===== src/rtl/ct_ifu_predecd_array_ctrl.sv =====
// ICache predecode array initiator: arbitrates invalidate sweep, refill writes and
// fetch reads onto the single-port array and returns read data one cycle later.
module ct_ifu_predecd_array_ctrl #(
  parameter int INDEX_W  = 16,
  parameter int ENTRY_AW = 10,
  parameter int DATA_W   = 32
) (
  input  logic               forever_cpuclk,
  input  logic               cpurst,
  input  logic               refill_wr_vld,
  output logic               refill_wr_rdy,
  input  logic [INDEX_W-1:0] refill_wr_index,
  input  logic [DATA_W-1:0]  refill_wr_data,
  input  logic               fetch_rd_vld,
  output logic               fetch_rd_rdy,
  input  logic [INDEX_W-1:0] fetch_rd_index,
  output logic               fetch_rd_data_vld,
  output logic [DATA_W-1:0]  fetch_rd_data,
  input  logic               inv_req,
  output logic               inv_busy,
  output logic               inv_done,
  output logic [INDEX_W-1:0] ifu_icache_index,
  output logic               ifu_icache_predecd_array0_cen_b,
  output logic               ifu_icache_predecd_array0_wen_b,
  output logic               ifu_icache_predecd_array0_clk_en,
  output logic [DATA_W-1:0]  ifu_icache_predecd_array0_din,
  input  logic [DATA_W-1:0]  icache_ifu_predecd_array0_dout
);

  typedef enum logic [1:0] {
    IDLE  = 2'd0,
    SWEEP = 2'd1,
    DONE  = 2'd2
  } state_t;

  localparam logic [ENTRY_AW-1:0] CNT_LAST = '1;
  localparam int                  PAD_W    = INDEX_W - ENTRY_AW - 3;

  state_t              state;
  logic [ENTRY_AW-1:0] sweep_cnt;

  logic                sweep_act_p0;
  logic                refill_acc_p0;
  logic                fetch_acc_p0;
  logic                cen_b_p0;
  logic                wen_b_p0;
  logic [INDEX_W-1:0]  index_p0;
  logic [DATA_W-1:0]   din_p0;
  logic [INDEX_W-1:0]  sweep_index_p0;

  logic                vld_p1;
  logic [DATA_W-1:0]   rd_hold_p1;

  // invalidate sweep control; inv_req outside IDLE is dropped, not queued
  always_ff @(posedge forever_cpuclk or posedge cpurst) begin
    if (cpurst) begin
      state     <= IDLE;
      sweep_cnt <= '0;
    end else begin
      case (state)
        IDLE: begin
          if (inv_req) begin
            state     <= SWEEP;
            sweep_cnt <= '0;
          end
        end
        SWEEP: begin
          sweep_cnt <= sweep_cnt + 1'b1;
          if (sweep_cnt == CNT_LAST) begin
            state <= DONE;
          end
        end
        DONE:    state <= IDLE;
        default: state <= IDLE;
      endcase
    end
  end

  // stage p0: arbitration and array drive, sweep > refill > fetch
  assign sweep_act_p0   = (state == SWEEP);
  assign refill_acc_p0  = ~sweep_act_p0 & refill_wr_vld;
  assign fetch_acc_p0   = ~sweep_act_p0 & ~refill_wr_vld & fetch_rd_vld;
  assign sweep_index_p0 = {{PAD_W{1'b0}}, sweep_cnt, 3'b000};

  always_comb begin
    cen_b_p0 = 1'b1;
    wen_b_p0 = 1'b1;
    index_p0 = '0;
    din_p0   = '0;
    if (sweep_act_p0) begin
      cen_b_p0 = 1'b0;
      wen_b_p0 = 1'b0;
      index_p0 = sweep_index_p0;
    end else if (refill_acc_p0) begin
      cen_b_p0 = 1'b0;
      wen_b_p0 = 1'b0;
      index_p0 = refill_wr_index;
      din_p0   = refill_wr_data;
    end else if (fetch_acc_p0) begin
      cen_b_p0 = 1'b0;
      index_p0 = fetch_rd_index;
    end
  end

  assign refill_wr_rdy = ~sweep_act_p0;
  assign fetch_rd_rdy  = ~sweep_act_p0 & ~refill_wr_vld;

  assign ifu_icache_index                 = index_p0;
  assign ifu_icache_predecd_array0_cen_b  = cen_b_p0;
  assign ifu_icache_predecd_array0_wen_b  = wen_b_p0;
  assign ifu_icache_predecd_array0_clk_en = ~cen_b_p0;
  assign ifu_icache_predecd_array0_din    = din_p0;

  // stage p1: array dout arrives; hold it until the next read returns
  always_ff @(posedge forever_cpuclk or posedge cpurst) begin
    if (cpurst) begin
      vld_p1     <= 1'b0;
      rd_hold_p1 <= '0;
    end else begin
      vld_p1 <= fetch_acc_p0;
      if (vld_p1) begin
        rd_hold_p1 <= icache_ifu_predecd_array0_dout;
      end
    end
  end

  assign fetch_rd_data_vld = vld_p1;
  assign fetch_rd_data     = vld_p1 ? icache_ifu_predecd_array0_dout : rd_hold_p1;

  assign inv_busy = (state == SWEEP);
  assign inv_done = (state == DONE);

endmodule

===== config.mk =====
export PLATFORM = sky130hd
export DESIGN_NAME = ct_ifu_predecd_array_ctrl
export DESIGN_NICKNAME = d
export VERILOG_FILES = /design/src/rtl/ct_ifu_predecd_array_ctrl.sv
export SDC_FILE = /design/constraint.sdc
export NUM_CORES = 1
export LEC_CHECK = 0
export ABC_AREA = 1
export BUFFER_PORTS_ARGS = -buffer_cell sky130_fd_sc_hd__buf_2
export CORE_MARGIN = 4
export CORE_UTILIZATION = 37
export CTS_BUF_LIST = sky130_fd_sc_hd__clkbuf_8
export CTS_CLUSTER_DIAMETER = 200
export DETAILED_ROUTE_END_ITERATION = 8
export GPL_TIMING_DRIVEN = 0
export HOLD_SLACK_MARGIN = 0.05
export PLACE_DENSITY = 0.79
export RECOVER_POWER = 100
export SLEW_MARGIN = 25
export SYNTH_ARGS = -nofsm -noshare
export SYNTH_HDL_FRONTEND = slang
export SYNTH_SLANG_ARGS = --single-unit

===== constraint.sdc =====
create_clock -name forever_cpuclk -period 1.3 [get_ports forever_cpuclk]
set_clock_uncertainty 0.15 [all_clocks]
set_input_delay 0.065 -clock forever_cpuclk [delete_from_list [all_inputs] [get_ports forever_cpuclk]]
set_output_delay 0.065 -clock forever_cpuclk [all_outputs]
set_load 0.01 [all_outputs]

==> impl_metrics.csv <==
group,metric,value,unit
run_status,status,"finished with violations",
run_status,violations,"negative hold slack, negative setup slack",
power_and_ir_drop,p_per_area,1420,nW/um^2
routing,wl_per_cell,16.4,microns
power_and_ir_drop,swShare,32.1,%
grt,antenna_found_initial,0,
logic_synthesis,yosys.cell_count.top_type,"inv_1",
routing,viasPerCell,4.72,
worst_setup_path,startpoint_type,"register",
floorplan,die-area,7950,sq um
floorplan,die-width,89.1,microns
worst_setup_path,crit_type,"reg2out",
clocking,htreeDepth,2,
floorplan,ios,189,
timing,min_period,1.75,ns
clocking,clkTransAtPathRegs,0.09,ns
worst_setup_path,r2r_end,"rd_hold_p1[21]$_DFF_PP0_",
placement,port_buffers,188,
timing,setup_tns,-28.93,ns
timing,finalSetupViolCount,112,
hold_path,hold_class,"in2reg",
timing,setup_ws,-0.453,ns
clocking,cts_tree,"built",
timing,slew_headroom,63.0,%
timing,hold_violations,31,
layout,num_antenna_cells,0,
worst_setup_path,crit_path_max_fanout,10,
hold_path,holdPathEnd,"rd_hold_p1[5]$_DFF_PP0_",
clocking,cts_buffers,5,
layout,syn_to_final_growth,87.3,%
logic_synthesis,synth_edf_count,0,
floorplan,rows,29,
power_and_ir_drop,internal_power,0.00440,W
logic_synthesis,synth_nets,374,
power_and_ir_drop,switchingPower,0.00208,W
power_and_ir_drop,power.share.clock,16.0,%
worst_setup_path,crit_required,1.09,ns
hold_path,worstHoldPathCells,2,
routing,wirelength,9600,microns
job,maxCapViolCount,0,
placement,preCtsSetupSlack,-0.190,ns
timing,tightest_slew,0.554,ns
power_and_ir_drop,pwr-share-comb,51.6,%
clocking,cts_buffer_depth,2,
logic_synthesis,ys_seq_elements,45,
logic_synthesis,yosysSeqAreaShare,46.2,%
timing,slew_viol_final,0,
logic_synthesis,syn-mean-instance-area,8.96,sq um
clocking,insertion_delay,0.30,ns
floorplan,initial_utilization,38.1,%
logic_synthesis,synth.largest_area_cell,"dfrtp_1",
power_and_ir_drop,peakVddDrop,1090,uV
clocking,clock_sinks,45,
grt,grt_pass1_wl,12200,microns
grt,track_usage,20.0,%
layout,nFillCells,442,
timing,fin_crit_sh,135,%
logic_synthesis,synth-main-ff-cell,"dfrtp_1",
clocking,root_buffer,"clkbuf_8",
hold_path,worstHoldStart,"icache_ifu_predecd_array0_dout[5]",
layout,final_nets,611,
routing,drt-pass1-iter-count,4,
worst_setup_path,crit_arrival,1.54,ns
logic_synthesis,async_flop_share,100,%
worst_setup_path,r2r_cells,5,
worst_setup_path,ff2ff_setup_slack,-0.20,ns
logic_synthesis,ys_types,28,
timing,rsz0062_at_grt,"yes",
logic_synthesis,synth.yosys.warnings,0,
logic_synthesis,yosys.area.top_type_share,46.2,%
power_and_ir_drop,seqPwrFrac,32.3,%
grt,grt_max_degree,28,
routing,drc,0,
worst_setup_path,critPathCaptureType,"output port",
grt,grt_pass1_vias,2649,
logic_synthesis,synth_area_leaders,"dfrtp_1, mux2_2, inv_1, nand2_1, nor2_1",
floorplan,coreArea,6390,sq um
routing,via_count,2768,
worst_setup_path,r2r_start,"fetch_rd_data_vld$_DFF_PP0_",
clocking,hold_buffers,2,
floorplan,die_h,89.1,microns
placement,dpl.hpwl,6070,microns
layout,final_layout_size_suffix_gt1_share,61.0,%
timing,hold_ws,-0.136,ns
logic_synthesis,synth_area,2440,sq um
routing,drtIter0Drc,136,
logic_synthesis,synth_cells,272,
timing,fmax,570,MHz
routing,antenna_left,0,
power_and_ir_drop,p_leak,2.61,nW
placement,gp_congestion,0.790,
logic_synthesis,ys_top_cells_by_count,"inv_1, dfrtp_1, nand2_1, nor2_1, mux2_2",
grt,grt_remaining_overflow,0,
[cell families after synthesis]
kind of cell,synth area share (%)
and+or+nand+nor,19.0
buffers and inverters,12.1
DFF,46.2
muxes,14.8
AOI/OAI and AO/OA,7.04
xor gates and xnor gates,0.360
adders and majority gates,0.514
[worst max path at each step]
stage	depth (start not counted)	from	slack [ns]	end
finish	7	state[0]$_DFFE_PP0P_	-0.45	ifu_icache_index[7]
CTS	4	fetch_rd_data_vld$_DFF_PP0_	-0.41	fetch_rd_data[13]
detailed placement	7	state[0]$_DFFE_PP0P_	-0.19	ifu_icache_index[12]
global placement	2	cpurst	-0.52	rd_hold_p1[8]$_DFF_PP0_
floorplan	3	fetch_rd_data_vld$_DFF_PP0_	-0.03	rd_hold_p1[10]$_DFF_PP0_
global route	7	state[0]$_DFFE_PP0P_	-0.53	ifu_icache_index[7]
[metal layers]
layer	vias to the layer above	track usage [%]	part of all wire (%)
li1	1318	-	-
met1	1282	22.4	37
met2	145	37.2	53
met3	23	4.52	8.2
met4	0	6.50	2.6
met5	-	0	0
[sequential cells by signal, indices dropped and copies added (netlist names)]
register           cells
fetch_rd_data_vld      1
rd_hold_p1            32
state                  2
sweep_cnt             10
[cell usage in the layout, fill, tap and decap left out, types with 2 or more instances in the layout]
| master | synthesis | layout |
|---|---|---|
| nor2_2 | 1 | 2 |
| mux2_4 | 0 | 32 |
| dlygate4sd3_1 | 0 | 2 |
| buf_6 | 6 | 62 |
| buf_8 | 0 | 6 |
| nand2_2 | 1 | 7 |
| inv_1 | 49 | 48 |
| a21oi_1 | 2 | 2 |
| inv_4 | 0 | 2 |
| inv_2 | 3 | 2 |
| nand3_4 | 0 | 2 |
| nand2_1 | 43 | 35 |
| clkbuf_16 | 0 | 3 |
| a22o_1 | 6 | 6 |
| buf_4 | 1 | 15 |
| nand3_2 | 1 | 2 |
| clkbuf_8 | 0 | 5 |
| buf_2 | 4 | 152 |
| nor2_4 | 1 | 4 |
| nand2_4 | 3 | 5 |
| o21ai_0 | 7 | 6 |
| dfrtp_1 | 45 | 44 |
| o211ai_1 | 7 | 7 |
| nand3_1 | 8 | 5 |
| nor2_1 | 43 | 39 |
[power by group through the flow]
stage          Combinational [W]  Sequential, W  Clock, W
4_1_cts                  0.00243        0.00203   0.00108
3_5_place_dp             0.00193        0.00206         0
2_1_floorplan            0.00115        0.00200         0
5_1_grt                  0.00358        0.00213   0.00113
3_3_place_gp             0.00186        0.00202         0
6_report                 0.00335        0.00210   0.00104
[worst max-delay path, stage by stage (launching register included)]
cell	delay [ns]
dfrtp_1	0.42
nand2_4	0.13
nand2_4	0.11
inv_6	0.10
buf_8	0.14
nand2_1	0.07
o211ai_1	0.10
buf_2	0.18
[area by class of cell]
class	count	area [sq um]	share of cell area [%]
multi-input cells	163	1230	27.0
inverters	52	205	4.50
plain buffers	12	151	3.32
clock buffers	5	68.8	1.51
well taps	77	96.3	2.11
clock inverters	3	42.5	0.933
flip-flops and latches	45	1130	24.7
repair buffers	230	1640	35.9
[metrics by stage]
stage | utilization, % | instances | total power [W] | instance area, sq um | hold WS (ns)
global placement | 54.5 | 537 | 0.00388 | 3480 | 0.163
floorplan | - | 272 | 0.00314 | 2440 | 0.0347
CTS | 63.2 | 565 | 0.00555 | 4040 | -0.153
finish | 71.4 | 587 | 0.00649 | 4560 | -0.136
global route | 71.4 | 587 | 0.00685 | 4560 | -0.151
detailed placement | 55.0 | 538 | 0.00399 | 3510 | 0.0108
[timing repair]
item | CTS | global route
buffers inserted | 15 | 22
gates resized for setup | 61 | 78
endpoints found under the setup margin | 89 | 123
pin swaps | 3 | 6
hold endpoints to repair | 62 | 32
gates cloned | 2 | 3
Power figures use the tool's default switching activity.
